<file path="src/rtl/alu_op_ctrl.sv">
// ALU operation controller: debounced button front end, opcode/operand latch
// and a small IDLE/CONV/SHOW sequencer driving an external BCD converter.
module alu_op_ctrl #(
    parameter int DB_CYCLES    = 1000000,
    parameter int CONV_TIMEOUT = 64
) (
    input  logic       clk,
    input  logic       reset_n,
    input  logic [3:0] btns,
    input  logic       btnc,
    input  logic [7:0] a,
    input  logic [7:0] b,
    output logic [2:0] op,
    output logic [7:0] a_q,
    output logic [7:0] b_q,
    output logic       conv_start,
    input  logic       conv_done,
    output logic       show_bcd,
    output logic       err,
    output logic [1:0] state
);

    localparam int            NB       = 5;
    localparam int            CW       = $clog2(DB_CYCLES + 1);
    localparam logic [CW-1:0] DB_LAST  = CW'(DB_CYCLES - 1);
    localparam logic [15:0]   TMO_LAST = 16'(CONV_TIMEOUT - 1);

    typedef enum logic [1:0] {
        ST_IDLE = 2'd0,
        ST_CONV = 2'd1,
        ST_SHOW = 2'd2
    } state_t;

    logic [NB-1:0] r_sync1;
    logic [NB-1:0] r_sync2;
    logic [NB-1:0] r_db;
    logic [NB-1:0] r_db_d;
    logic [CW-1:0] r_db_cnt [NB];

    logic [NB-1:0] w_press;
    logic          w_any;
    logic [1:0]    w_idx;
    logic          w_accept;
    logic          w_tmo;
    state_t        w_state_nx;

    state_t        r_state;
    logic [15:0]   r_tmo_cnt;
    logic          r_conv_start;
    logic          r_show_bcd;
    logic [2:0]    r_op;
    logic [7:0]    r_a_q;
    logic [7:0]    r_b_q;
    logic          r_err;
    logic          r_sel_vld;

    // Two-flop synchronizer; bit 4 carries btnc, bits 3:0 carry btns.
    always_ff @(posedge clk or negedge reset_n) begin
        if (!reset_n) begin
            r_sync1 <= '0;
            r_sync2 <= '0;
        end else begin
            r_sync1 <= {btnc, btns};
            r_sync2 <= r_sync1;
        end
    end

    // Per-button debounce: the level flips only after DB_CYCLES consecutive disagreeing samples.
    always_ff @(posedge clk or negedge reset_n) begin
        if (!reset_n) begin
            r_db   <= '0;
            r_db_d <= '0;
            for (int i = 0; i < NB; i++) begin
                r_db_cnt[i] <= '0;
            end
        end else begin
            r_db_d <= r_db;
            for (int i = 0; i < NB; i++) begin
                if (r_sync2[i] == r_db[i]) begin
                    r_db_cnt[i] <= '0;
                end else if (r_db_cnt[i] == DB_LAST) begin
                    r_db[i]     <= r_sync2[i];
                    r_db_cnt[i] <= '0;
                end else begin
                    r_db_cnt[i] <= r_db_cnt[i] + CW'(1);
                end
            end
        end
    end

    assign w_press = r_db & ~r_db_d;

    // Lowest-index btns press event wins; the rest are dropped.
    always_comb begin
        w_any = 1'b0;
        w_idx = 2'd0;
        casez (w_press[3:0])
            4'b???1: begin w_any = 1'b1; w_idx = 2'd0; end
            4'b??10: begin w_any = 1'b1; w_idx = 2'd1; end
            4'b?100: begin w_any = 1'b1; w_idx = 2'd2; end
            4'b1000: begin w_any = 1'b1; w_idx = 2'd3; end
            default: begin w_any = 1'b0; w_idx = 2'd0; end
        endcase
    end

    // Sequencer next state; conv_done is tested before the timeout so it wins a tie.
    always_comb begin
        w_state_nx = r_state;
        w_accept   = 1'b0;
        w_tmo      = 1'b0;
        case (r_state)
            ST_IDLE: begin
                w_accept = w_any;
                if (w_press[4]) begin
                    w_state_nx = ST_CONV;
                end else begin
                    w_state_nx = ST_IDLE;
                end
            end
            ST_CONV: begin
                if (conv_done) begin
                    w_state_nx = ST_SHOW;
                end else if (r_tmo_cnt == TMO_LAST) begin
                    w_state_nx = ST_IDLE;
                    w_tmo      = 1'b1;
                end else begin
                    w_state_nx = ST_CONV;
                end
            end
            ST_SHOW: begin
                w_accept = w_any;
                if (w_any || !r_db[4]) begin
                    w_state_nx = ST_IDLE;
                end else begin
                    w_state_nx = ST_SHOW;
                end
            end
            default: begin
                w_state_nx = ST_IDLE;
            end
        endcase
    end

    // State register, conversion timer and registered sequencer outputs.
    always_ff @(posedge clk or negedge reset_n) begin
        if (!reset_n) begin
            r_state      <= ST_IDLE;
            r_tmo_cnt    <= 16'd0;
            r_conv_start <= 1'b0;
            r_show_bcd   <= 1'b0;
        end else begin
            r_state      <= w_state_nx;
            r_conv_start <= (r_state == ST_IDLE) && (w_state_nx == ST_CONV);
            r_show_bcd   <= (w_state_nx == ST_SHOW);
            if (r_state == ST_CONV) begin
                r_tmo_cnt <= r_tmo_cnt + 16'd1;
            end else begin
                r_tmo_cnt <= 16'd0;
            end
        end
    end

    // Opcode/operand latch; re-selecting the same index flips op[2].
    always_ff @(posedge clk or negedge reset_n) begin
        if (!reset_n) begin
            r_op      <= 3'd0;
            r_a_q     <= 8'd0;
            r_b_q     <= 8'd0;
            r_err     <= 1'b0;
            r_sel_vld <= 1'b0;
        end else begin
            if (w_accept) begin
                if (r_sel_vld && (w_idx == r_op[1:0])) begin
                    r_op <= {~r_op[2], r_op[1:0]};
                end else begin
                    r_op <= {1'b0, w_idx};
                end
                r_sel_vld <= 1'b1;
                r_a_q     <= a;
                r_b_q     <= b;
                r_err     <= 1'b0;
            end else if (w_tmo) begin
                r_err <= 1'b1;
            end else begin
                r_err <= r_err;
            end
        end
    end

    assign op         = r_op;
    assign a_q        = r_a_q;
    assign b_q        = r_b_q;
    assign conv_start = r_conv_start;
    assign show_bcd   = r_show_bcd;
    assign err        = r_err;
    assign state      = r_state;

endmodule

</file>
<file path="config.mk">
export PLATFORM = sky130hd
export DESIGN_NAME = alu_op_ctrl
export DESIGN_NICKNAME = d
export VERILOG_FILES = /design/src/rtl/alu_op_ctrl.sv
export SDC_FILE = /design/constraint.sdc
export NUM_CORES = 1
export LEC_CHECK = 0
export ABC_AREA = 0
export BUFFER_PORTS_ARGS = -buffer_cell sky130_fd_sc_hd__buf_4
export CAP_MARGIN = 20
export CELL_PAD_IN_SITES_DETAIL_PLACEMENT = 2
export CELL_PAD_IN_SITES_GLOBAL_PLACEMENT = 2
export CORE_UTILIZATION = 43
export DETAILED_ROUTE_END_ITERATION = 8
export PLACE_DENSITY_LB_ADDON = 0.25
export SLEW_MARGIN = 20
export SYNTH_ARGS = -nofsm -noshare
export SYNTH_HDL_FRONTEND = slang
export SYNTH_SLANG_ARGS = --single-unit
</file>
<file path="constraint.sdc">
create_clock -name clk -period 6.19 [get_ports clk]
set_clock_uncertainty 0.2 [all_clocks]
set_input_delay 1.238 -clock clk [delete_from_list [all_inputs] [get_ports clk]]
set_output_delay 1.238 -clock clk [all_outputs]
set_load 0.005 [all_outputs]
</file>
# [Word level (Yosys, flattened, before mapping)]
# Cells that the tools add are included.
# W data, S select, Z words.
[classes] eq_ne=19 addsub=6 reduce_logical=14 bitwise_logic=9 n_mux=25
[op_table] op="$mux W20" count=10
[op_table] op="$add A20 B1 Y20 const B" count=5
[op_table] op="$eq A20 B20 Y1 const B" count=5
[op_table] op="$add A16 B1 Y16 const B" count=1
[op_table] op="$eq A16 B6 Y1 const B" count=1
[op_table] op="$mux W16" count=1
[op_table] op="$pmux W2 S3" count=2
[op_table] op="$reduce_and A2 Y1" count=6
[op_table] op="$mux W1" count=9
[op_table] op="$not A1 Y1" count=7
[op_table] op="$eq A2 B2 Y1 const B" count=3
[op_table] op="$and A5 B5 Y5" count=1
[op_table] op="$eq A1 B1 Y1" count=5
[op_table] op="$not A5 Y5" count=1
[op_table] op="$eq A2 B1 Y1 const B" count=2
[op_table] op="$eq A4 B4 Y1 const B" count=1
[op_table] op="$mux W2" count=2
[op_table] op="$reduce_or A4 Y1" count=1
[op_table] op="$eq A3 B3 Y1 const B" count=1
[op_table] op="$mux W3" count=1
[op_table] op="$eq A2 B2 Y1" count=1
[op_table] op="$logic_and A1 B1 Y1" count=2
[op_table] op="$logic_not A2 Y1" count=1
[op_table] op="$reduce_bool A2 Y1" count=1
[op_table] op="3 further kinds" count=3
[totals] out_inout_bits=24 register_bits=161 input_bits=24

# [Longest topological paths before layout]
# Gate-level depths: netlist (run 1).
[depth] depth_word=10 depth_mapped=7 mapped_depth_nobuf=5

# [Worst setup path after synthesis (run 1)]
# No wires, ideal clock.
[synth_path] kind="register to register" startpoint="register r_db_cnt[40] (netlist bit)" endpoint="register r_db_cnt[48] (netlist bit)" path_stages_with_launch=7 setup_slack_ns=4.175 n_path_buf=1 required_ns=5.868 t_arrival_ns=1.693 period_less_slack_ns=2.015 path_cell_list="dfrtp_1 > ha_1 > and4_1 > nand2_1 > o31ai_2 > buf_2 > nor2_1"
[synth_via] elab_chain_len=3 elab_cells_between_ends=4
[synth_rtl] element="from (decl)" line="38" text="logic [CW-1:0] r_db_cnt [NB];"
[synth_rtl] element="from (signal, indexed assignment)" line="85" text="r_db_cnt[i] <= r_db_cnt[i] + CW'(1);"
[synth_rtl] element="$add A20 B1 Y20 / $eq A20 B20 Y1 (equally long branches)" line="85, 81"
[synth_rtl] element="$mux W20 *" line="81" text="end else if (r_db_cnt[i] == DB_LAST) begin"
[synth_rtl] element="$mux W20 *" line="79" text="if (r_sync2[i] == r_db[i]) begin"
# Every way passes the cells marked *; elsewhere a longest branch is shown, timed or not.
# A chain may end at the register's enable or synchronous reset.

# [Worst setup path after layout (run 1)]
[layout_path] startpoint="register r_db_cnt[77] (netlist bit)" endpoint="register r_db_cnt[74] (netlist bit)"
[layout_via] elab_chain_len=3
[layout_rtl] element="$eq A20 B20 Y1" line="81"
[layout_rtl] element="$mux W20" line="81"
[layout_rtl] element="$mux W20" line="79"
# Every way passes these cells.

==> results of run 1 <==
-- flip-flops by register name, indices dropped and copies added, names as in the netlist, 2 cells and up --
name,cells
r_db_cnt,100
r_tmo_cnt,16
a_q,8
b_q,8
r_db,5
r_db_d,5
r_sync1,5
r_sync2,5
op,3
state,2
-- per-layer routing --
| layer | global-route usage | up-vias | share of wire |
|---|---|---|---|
| met3 | 0.0464 | 28 | 0.021 |
| met2 | 0.510 | 76 | 0.55 |
| met4 | 0.0694 | 0 | 0.012 |
| li1 | - | 2661 | - |
| met5 | 0 | - | 0 |
| met1 | 0.337 | 3170 | 0.42 |
-- synth_stat cells --
master / number
or4b_2: 1
nand4_2: 1
nand2b_1: 6
o31ai_2: 2
nor4_1: 23
nand3_2: 1
o21ai_0: 21
a21oi_1: 30
or4b_4: 1
dfrtp_1: 161
or3_2: 1
and4_1: 13
or3_1: 14
o211ai_1: 1
buf_6: 1
ha_1: 6
and3_1: 10
and2_1: 6
clkbuf_1: 7
nand2_1: 33
a41oi_1: 2
nand4_1: 39
nor2b_1: 3
o31ai_1: 7
nand3_1: 36
nor4b_1: 7
xor2_1: 33
nor2_1: 98
a21o_1: 1
or3b_2: 1
nor3_1: 22
clkbuf_2: 1
buf_2: 6
inv_1: 19
o31ai_4: 1
xnor2_1: 50
mux2_2: 21
nand4b_1: 9
nand3b_1: 2
or4_1: 7
or2_2: 2
a31o_2: 3
o41ai_1: 2
-- stage by stage --
stage / setup slack (ps) / area [sq um]
floorplan: 4180 / 7450
global placement: 3720 / 8080
detailed placement: 3670 / 8080
CTS: 3560 / 8730
global route: 3410 / 8730
finish: 3550 / 8730
-- cell type report --
type / instances / area (sq um) / share of cell area
inverters: 19 / 71.3 / 0.00817
repair buffers: 54 / 413 / 0.0473
clock buffers: 22 / 474 / 0.0543
multi-input cells: 516 / 3290 / 0.377
flip-flops and latches: 161 / 4030 / 0.461
well taps: 220 / 275 / 0.0315
clock inverters: 10 / 180 / 0.0206
-- final timing paths --
path / from / end / slack, ps / depth (start not counted)
worst max-delay path: r_db_cnt[77] / r_db_cnt[74] / 3550 / 5
worst min-delay path: r_sync1[2] / r_sync2[2] / 160 / 0
worst max register to register: r_db_cnt[77] / r_db_cnt[74] / 3550 / 5
worst min register to register: r_sync1[2] / r_sync2[2] / 160 / 0
max in group asynchronous: reset_n / r_db_cnt[19] / 4270 / 2
min in group asynchronous: reset_n / r_db_cnt[72] / 390 / 1
-- worst reg2reg max path, delay by kind of cell (launching register included) --
kind / cells / cell delay [ps]
and+or+nand+nor: 3 / 930
DFF: 1 / 410
AOI/OAI and AO/OA: 1 / 670
buffers and inverters: 1 / 320
-- logic make-up (layout without fill, tap and decap cells) --
family,count (synthesis),count (layout)
AO/OA/AOI/OAI,70,70
XOR/XNOR,83,83
adder cells (fa/ha/maj),6,6
buffers and inverters,34,105
flip-flops,161,161
multiplexers,21,21
AND/OR/NAND/NOR,336,336
-- power breakdown --
part | total, mW | switching (mW) | internal [mW]
clock | 1.19 | 0.440 | 0.747
combinational | 0.0706 | 0.0482 | 0.0224
sequential | 1.08 | 0.0121 | 1.06
total | 2.33 | 0.500 | 1.83
-- placed cells by master (no fill, tap or decap), drive strengths merged, types with 2 or more instances in the layout --
cell,n
nor4,23
o41ai,2
or2,2
nand3,37
o31ai,10
mux2,21
nand2,33
o21ai,21
nor2,98
clkbuf,22
a31o,3
nand4b,9
and4,13
dfrtp,161
clkinv,3
and2,6
nor2b,3
or4b,2
xnor2,50
a41oi,2
xor2,33
or4,7
nand3b,2
nand2b,6
bufinv,5
nor3,22
a21oi,30
inv,19
nor4b,7
clkinvlp,2
buf,54
nand4,40
or3,15
and3,10
ha,6
==> flow_summary.ini, run 1 <==
[run_status]
outcome = completed

[critical_path]
start_kind = register
path_cells = nand3_1, or4b_2, o21ai_1, buf_4, nor2_1
required_ps = 6300
cpMaxStageDelayCell = or4b_2
cp.buffers_inverters = 1
crit_path_end_kind = register
crit_type = reg2reg
max_stage_delay_ps = 670
arrival_ps = 2760
worstPathMaxFanout = 11
cp_top_family = simple AND/OR/NAND/NOR gates

[cells_and_area]
post-route-util = 0.521
antenna_cells = 0
final_nets = 799
final_layout_size_suffix_gt1_frac = 0.155
instances_no_fill = 1002
fill_cells = 1708
syn2layout_area_growth_pct = 17.2

[logic_synthesis]
synth_area_sq_mm = 0.00745
yosysWarnings = 0
syn-num-nets = 741
synth_xor_area_frac = 0.0975
synth_area_per_cell_sq_um = 10.5
synth_top_family_by_area = simple AND/OR/NAND/NOR gates
yosysUniqueCellTypes = 43
muxShareOfSynthArea = 0.0317
synth_adder_area_share = 0.0101
synthTopCellsByArea = dfrtp_1, xnor2_1, nor2_1
netlist.area_leader.share = 0.541
synth_top_area_cell = dfrtp_1
synth_simple_gate_area_frac = 0.243
synth_cells = 711
synth_compound_area_frac = 0.0578
synth.yosys.seq_area_share = 0.541
synth-seq-cells = 161

[clock_tree]
h-tree-depth = 4
cts_buffer_depth = 2
cts.clk_slew.worst_paths_ps = 60
cts_resized = 0
post_cts_buffers = 0
cts_sinks = 161
cts_hold_buffers = 0
root_buffer = clkbuf_16
numCtsBuffers = 17
clk_latency_ps = 430
cts_tree = done

[floorplan]
start_util = 0.445
row_count = 47
die-area_sq_mm = 0.0179
chipWidth_microns = 134
die_h_microns = 134
pin_count = 48
core_sq_mm = 0.0168

[hold_path]
hold_class = reg2reg

[detailed_routing]
dr.first_iter.drc_count = 219
vias_per_cell = 5.92
finalWirelength_mm = 23.1
firstDrtPassIters = 4
ant_nets = 0
drc = 0
wl_per_cell_microns = 23.1
num_vias = 5935

[timing]
fin_crit_sh = 0.427
tightest_slew_ps = 949
slew_headroom = 0.367
hold_violations = 0
drv_slew = 0
tns_ps = 0
setup_violations = 0
period_needed_ps = 2640
fmax_mhz = 379
whs_ps = 158
rsz0062_at_grt = no

[placement]
placed_cells = 970
gp_congestion = 0.805
dp_hpwl_mm = 14.1
io_buffers = 47

[pwr]
leakage_nw = 3.66
vdd_drop_max_mv = 0.191
p_per_area_mw_per_mm2 = 267
total_power_mw = 2.33

[grt]
antenna_found_initial = 0
grt_pass1_vias = 6716
grt_usage = 0.278
grt_max_degree = 82
grt_overflow = 0
grt_first_pass_wirelength_mm = 38.2

[flow_run]
cap_violations = 0
Note: power is estimated with default switching activity, not from simulation.
==> run 2: changes to the inputs <==
--- a/config.mk
+++ b/config.mk
@@ -5,12 +5,12 @@
 export SDC_FILE = /design/constraint.sdc
 export NUM_CORES = 1
 export LEC_CHECK = 0
-export ABC_AREA = 0
+export ABC_AREA = 1
 export BUFFER_PORTS_ARGS = -buffer_cell sky130_fd_sc_hd__buf_4
 export CAP_MARGIN = 20
 export CELL_PAD_IN_SITES_DETAIL_PLACEMENT = 2
 export CELL_PAD_IN_SITES_GLOBAL_PLACEMENT = 2
-export CORE_UTILIZATION = 43
+export CORE_UTILIZATION = 37
 export DETAILED_ROUTE_END_ITERATION = 8
 export PLACE_DENSITY_LB_ADDON = 0.25
 export SLEW_MARGIN = 20
==> constraint.sdc (replaced) <==
create_clock -name clk -period 2.75 [get_ports clk]
set_clock_uncertainty 0.2 [all_clocks]
set_input_delay 0.55 -clock clk [delete_from_list [all_inputs] [get_ports clk]]
set_output_delay 0.55 -clock clk [all_outputs]
set_load 0.005 [all_outputs]
==> run 2 against run 1 <==
Against the previous run: setup slack got worse by 2900 ps; utilization fell by 7.4 points; sequential share of layout area fell by 3.9 points; routed wire length rose by 3.7%; worst hold slack got worse by 140 ps; highest routed layer unchanged; die area rose by 27%; flip-flop and latch count did not move; non-clock buffer count did not move; sequential power rose by 120%.
==> flow_summary.ini, run 2 <==
[clock_tree]
numCtsBuffers = 17
post_cts_buffers = 0
root_buffer = clkbuf_16
clk_latency_ps = 440
cts_tree = done
cts.clk_slew.worst_paths_ps = 70
cts_sinks = 161
h-tree-depth = 4
cts_buffer_depth = 2

[timing]
rsz0062_at_grt = no
fin_crit_sh = 0.767
hold_violations = 0
slew_headroom = 0.607
fmax_mhz = 474
period_needed_ps = 2110
setup_violations = 0
tns_ps = 0
tightest_slew_ps = 590
drv_slew = 0

[detailed_routing]
finalWirelength_mm = 24.0
num_vias = 6983
drc = 0
dr.first_iter.drc_count = 189
ant_nets = 0
vias_per_cell = 5.16
firstDrtPassIters = 5
wl_per_cell_microns = 17.7

[pwr]
p_per_area_mw_per_mm2 = 554
leakage_nw = 4.11
vdd_drop_max_mv = 0.359

[grt]
grt_max_degree = 54
grt_first_pass_wirelength_mm = 39.9
grt_overflow = 0
grt_usage = 0.230
grt_pass1_vias = 7748
antenna_found_initial = 0

[critical_path]
crit_type = reg2reg
crit_path_end_kind = register
arrival_ps = 2210
required_ps = 2850
r2r_start = r_db[3]
worstPathMaxFanout = 20
start_kind = register
r2r_cells = 6
r2r-end = err
r2r_slack_ps = 640

[logic_synthesis]
synth.yosys.seq_area_share = 0.493
syn-num-nets = 1033
synth_top_area_cell = dfrtp_1
synthTopCellsByArea = dfrtp_1, nand2_1, nor2_1
synth_cells = 1003
synth_edf_count = 0
yosys.cell_count.top_type = nand2_1
synth_area_sq_mm = 0.00817
synth_flop_cell = dfrtp_1
synth_area_per_cell_sq_um = 8.14
synthTopCellsByCount = nand2_1, nor2_1, dfrtp_1
yosysUniqueCellTypes = 42
synth-seq-cells = 161
synthArstFlopShare = 1.00
netlist.area_leader.share = 0.493
yosysWarnings = 0

[cells_and_area]
antenna_cells = 0
top_regs = r_db_cnt: 100 flops, r_tmo_cnt: 16 flops
regArea_sq_mm = 0.00403
final_common_cell = nand2_1
syn2layout_area_growth_pct = 17.0
final_nets = 1098
fill_cells = 2443
final_cell_mix = nand2_1, nor2_1, dfrtp_1, inv_1, nand3_1
multi_input_area_sq_mm = 0.00363
final_layout_size_suffix_gt1_frac = 0.143
largest_register_ffs = 100
top_register = r_db_cnt
instances_no_fill = 1354

[placement]
dp_hpwl_mm = 16.8
io_buffers = 47
gp_congestion = 0.806
placed_cells = 1322

[run_status]
outcome = completed

[hold_path]
min_to = r_sync1[4]
hold_start = btnc
hold_depth = 1
hold_class = in2reg

[floorplan]
die-area_sq_mm = 0.0227
core_sq_mm = 0.0214
chipWidth_microns = 151
pin_count = 48
start_util = 0.382
die_h_microns = 151
row_count = 53

[flow_run]
cap_violations = 0
-- run 2: report_power, final --
part | leakage [nW] | total [mW] | internal, mW | switching (mW)
Clock | 0.314 | 2.72 | 1.72 | 0.996
Combinational | 1.67 | 0.165 | 0.0522 | 0.113
Sequential | 2.13 | 2.41 | 2.39 | 0.0199
-- run 2: repair_timing --
item / CTS / global route
hold buffers: 2 / 0
gates resized for setup: 0 / 0
endpoints found under the setup margin: 0 / 0
endpoints found under the hold margin: 50 / 0
-- run 2: how the worst max path moves through the flow --
stage,from,end,slack (ps),depth (start not counted)
after CTS,r_db[0],err,600,6
after global routing,r_db[0],err,470,6
after detailed placement,r_db[0],b_q[5],670,7
after global placement,r_db[0],err,690,6
after floorplan,r_db_cnt[40],r_db_cnt[54],1160,8
final,r_db[3],err,640,6
-- run 2: worst max-delay path: stages, from the launching register on --
cell       delay [ps]
dfrtp_1           430
nand2_1           100
nand2_2           130
inv_1              80
a21oi_2           480
inv_2             330
o2bb2ai_1         230
-- run 2: layout make-up --
type / count / area share
Clock buffer: 21 / 0.0472
Clock inverter: 9 / 0.0215
Inverter: 125 / 0.0491
Multi-Input combinational cell: 709 / 0.380
Sequential cell: 161 / 0.422
Tap cell: 275 / 0.0360
Timing Repair Buffer: 54 / 0.0447
-- run 2: per-layer routing --
layer / wire, microns / GRT usage
met5: 0 / 0
met4: 377 / 0.0727
met3: 478 / 0.0342
met2: 12200 / 0.399
met1: 11000 / 0.292
-- run 2: logic make-up (layout without fill, tap and decap cells) --
| kind of cell | after synthesis | after routing | share of synthesized area |
|---|---|---|---|
| flops | 161 | 161 | 0.493 |
| buf+inv | 133 | 209 | 0.0624 |
| xor+xnor | 45 | 45 | 0.0483 |
| simple gates | 595 | 595 | 0.344 |
| fa+ha+maj | 6 | 6 | 0.00919 |
| compound gates | 63 | 63 | 0.0428 |
-- run 2: through the flow --
stage	hold slack, ps	instance area, sq um	setup WS (ps)	total power [mW]	utilization
5_1_grt	0.152	9550	470	5.45	0.447
4_1_cts	1.30	9550	601	5.37	0.447
3_3_place_gp	135	8880	690	2.62	0.416
6_report	18.5	9550	640	5.30	0.447
3_5_place_dp	146	8880	672	2.63	0.416
2_1_floorplan	54.4	8170	1160	2.51	-
==> run 3: changes to the inputs <==
--- a/config.mk
+++ b/config.mk
@@ -10,7 +10,7 @@
 export CAP_MARGIN = 20
 export CELL_PAD_IN_SITES_DETAIL_PLACEMENT = 2
 export CELL_PAD_IN_SITES_GLOBAL_PLACEMENT = 2
-export CORE_UTILIZATION = 37
+export CORE_UTILIZATION = 33
 export DETAILED_ROUTE_END_ITERATION = 8
 export PLACE_DENSITY_LB_ADDON = 0.25
 export SLEW_MARGIN = 20
==> constraint.sdc (replaced) <==
create_clock -name clk -period 1.8 [get_ports clk]
set_clock_uncertainty 0.2 [all_clocks]
set_input_delay 0.36 -clock clk [delete_from_list [all_inputs] [get_ports clk]]
set_output_delay 0.36 -clock clk [all_outputs]
set_load 0.005 [all_outputs]
==> run 3 against run 2 <==
Against the previous run: count of clock-buffer cells in the layout rose by 1; non-clock buffer count rose by 65; first-iteration DRC count rose by 30%; via count rose by 2.7%; routed wire length rose by 8.1%; global-route usage fell by 2.1 points.
==> flow_summary.ini, run 3 (synthesized netlist as in run 2, its figures left out) <==
[critical_path]
required_ps = 1910
r2r_cells = 8
r2r_start = r_db_cnt[0]
worstPathMaxFanout = 5
arrival_ps = 1900
r2r_slack_ps = 10
start_kind = register
crit_type = reg2reg
r2r-end = r_db_cnt[8]
crit_path_end_kind = register

[hold_path]
hold_class = in2reg
hold_depth = 4
hold_start = conv_done
min_to = state[0]

[clock_tree]
clk_latency_ps = 430
root_buffer = clkbuf_16
cts_buffer_depth = 2
cts.clk_slew.worst_paths_ps = 70
cts_sinks = 161
numCtsBuffers = 17
cts_tree = done
h-tree-depth = 4

[cells_and_area]
largest_register_ffs = 100
top_register = r_db_cnt
fill_cells = 2710
final_layout_size_suffix_gt1_frac = 0.219
final_common_cell = nand2_1
antenna_cells = 0
final_cell_mix = nand2_1, nor2_1, dfrtp_1, inv_1, buf_4
post-route-util = 0.432
fin_area_sq_mm = 0.0105
syn2layout_area_growth_pct = 28.7
instances_no_fill = 1469
final_nets = 1163
top_regs = r_db_cnt: 100 flops, r_tmo_cnt: 16 flops

[floorplan]
pin_count = 48
core_sq_mm = 0.0243
chipWidth_microns = 159
row_count = 57
die_h_microns = 159
start_util = 0.336
die-area_sq_mm = 0.0254

[detailed_routing]
dr.first_iter.drc_count = 245
vias_per_cell = 4.88
firstDrtPassIters = 4
num_vias = 7171
finalWirelength_mm = 25.9
ant_nets = 0
wl_per_cell_microns = 17.6
drc = 0

[timing]
fmax_mhz = 559
whs_ps = 79.3
hold_violations = 0
period_needed_ps = 1790
setup_violations = 0
tightest_slew_ps = 462
fin_crit_sh = 0.993
rsz0062_at_grt = yes
drv_slew = 0
slew_headroom = 0.691

[grt]
grt_pass1_vias = 7978
grt_overflow = 0
grt_first_pass_wirelength_mm = 41.9
grt_max_degree = 38
gr-usage-met1 = 0.262
grt_usage = 0.209
use_met3 = 0.0336
antenna_found_initial = 0
gr-max-usage-layer = met2
met2_usage = 0.371

[pwr]
internal-power_mw = 5.96
share_clk_of_total_power = 0.475
power_frac_comb = 0.047
leakage_nw = 4.50
netSwitchingPower_mw = 1.77
pwr-share-seq = 0.478
switching_share = 0.229
vdd_drop_max_mv = 0.453
total_power_mw = 7.73
p_per_area_mw_per_mm2 = 736

[flow_run]
cap_violations = 0

[placement]
placed_area_sq_mm = 0.00922
gp_congestion = 0.776
dp_hpwl_mm = 17.8
placed_cells = 1399
io_buffers = 47

[run_status]
outcome = completed
## run 3: cell types whose count changed in the layout (fill, tap and decap cells not counted), moves of 8 or more
cell,change
nor2_4,+9
dfrtp_1,-8
nor2_1,-12
dlygate4sd3_1,+20
dfrtp_2,+8
nand3_1,-10
nand2_1,-8
buf_4,+38
## run 3: layer usage
| layer | share of wire | up-vias |
|---|---|---|
| li1 | - | 3468 |
| met1 | 0.45 | 3617 |
| met2 | 0.52 | 61 |
| met3 | 0.018 | 25 |
| met4 | 0.013 | 0 |
| met5 | 0 | - |
## run 3: worst max path at each step
stage	depth (start not counted)	end	from	slack, ps
after floorplan	8	r_db_cnt[54]	r_db_cnt[40]	210
after global placement	8	r_db_cnt[34]	r_db_cnt[20]	-10
after detailed placement	8	r_db_cnt[34]	r_db_cnt[20]	-110
after CTS	8	r_tmo_cnt[14]	r_tmo_cnt[0]	3
after global routing	8	r_db_cnt[8]	r_db_cnt[0]	-100
final	8	r_db_cnt[8]	r_db_cnt[0]	10
## run 3: worst max-delay path, stage by stage (launching register included)
cell and delay (ps):
dfrtp_1 390, ha_2 210, nand2_2 80, nor2_4 160, nand3_4 100, nor2_4 180
buf_4 140, xor2_1 150, nor2_1 60
## run 3: final cells by class
| class | instances | area, sq um | area share |
|---|---|---|---|
| clock buffer | 22 | 474 | 0.0451 |
| clock inverter | 9 | 106 | 0.0101 |
| inverter | 125 | 472 | 0.0449 |
| multi-input combinational | 709 | 3970 | 0.377 |
| sequential | 161 | 4040 | 0.384 |
| tap | 324 | 405 | 0.0386 |
| timing repair buffer | 119 | 1040 | 0.0993 |
## run 3: power by group through the flow
| stage | clock [mW] | sequential (mW) | combinational, mW |
|---|---|---|---|
| 6_report | 3.67 | 3.70 | 0.364 |
| 4_1_cts | 3.78 | 3.69 | 0.341 |
| 3_5_place_dp | 0 | 3.75 | 0.291 |
| 3_3_place_gp | 0 | 3.75 | 0.284 |
| 2_1_floorplan | 0 | 3.74 | 0.0885 |
| 5_1_grt | 3.88 | 3.70 | 0.408 |
## run 3: repair_timing
action	in CTS	in global routing
endpoints found under the hold margin	182	0
buffers inserted	4	13
cloned	0	0
resized for setup	20	64
pin swaps	4	20
hold buffers	22	0
setup endpoints to repair	39	82
## run 3: through the flow
step	setup WS (ps)	setup TNS [ps]
global route	-97.3	-1410
global placement	-13.0	-16.2
finish	12.2	0
floorplan	206	0
detailed placement	-110	-882
CTS	2.71	0
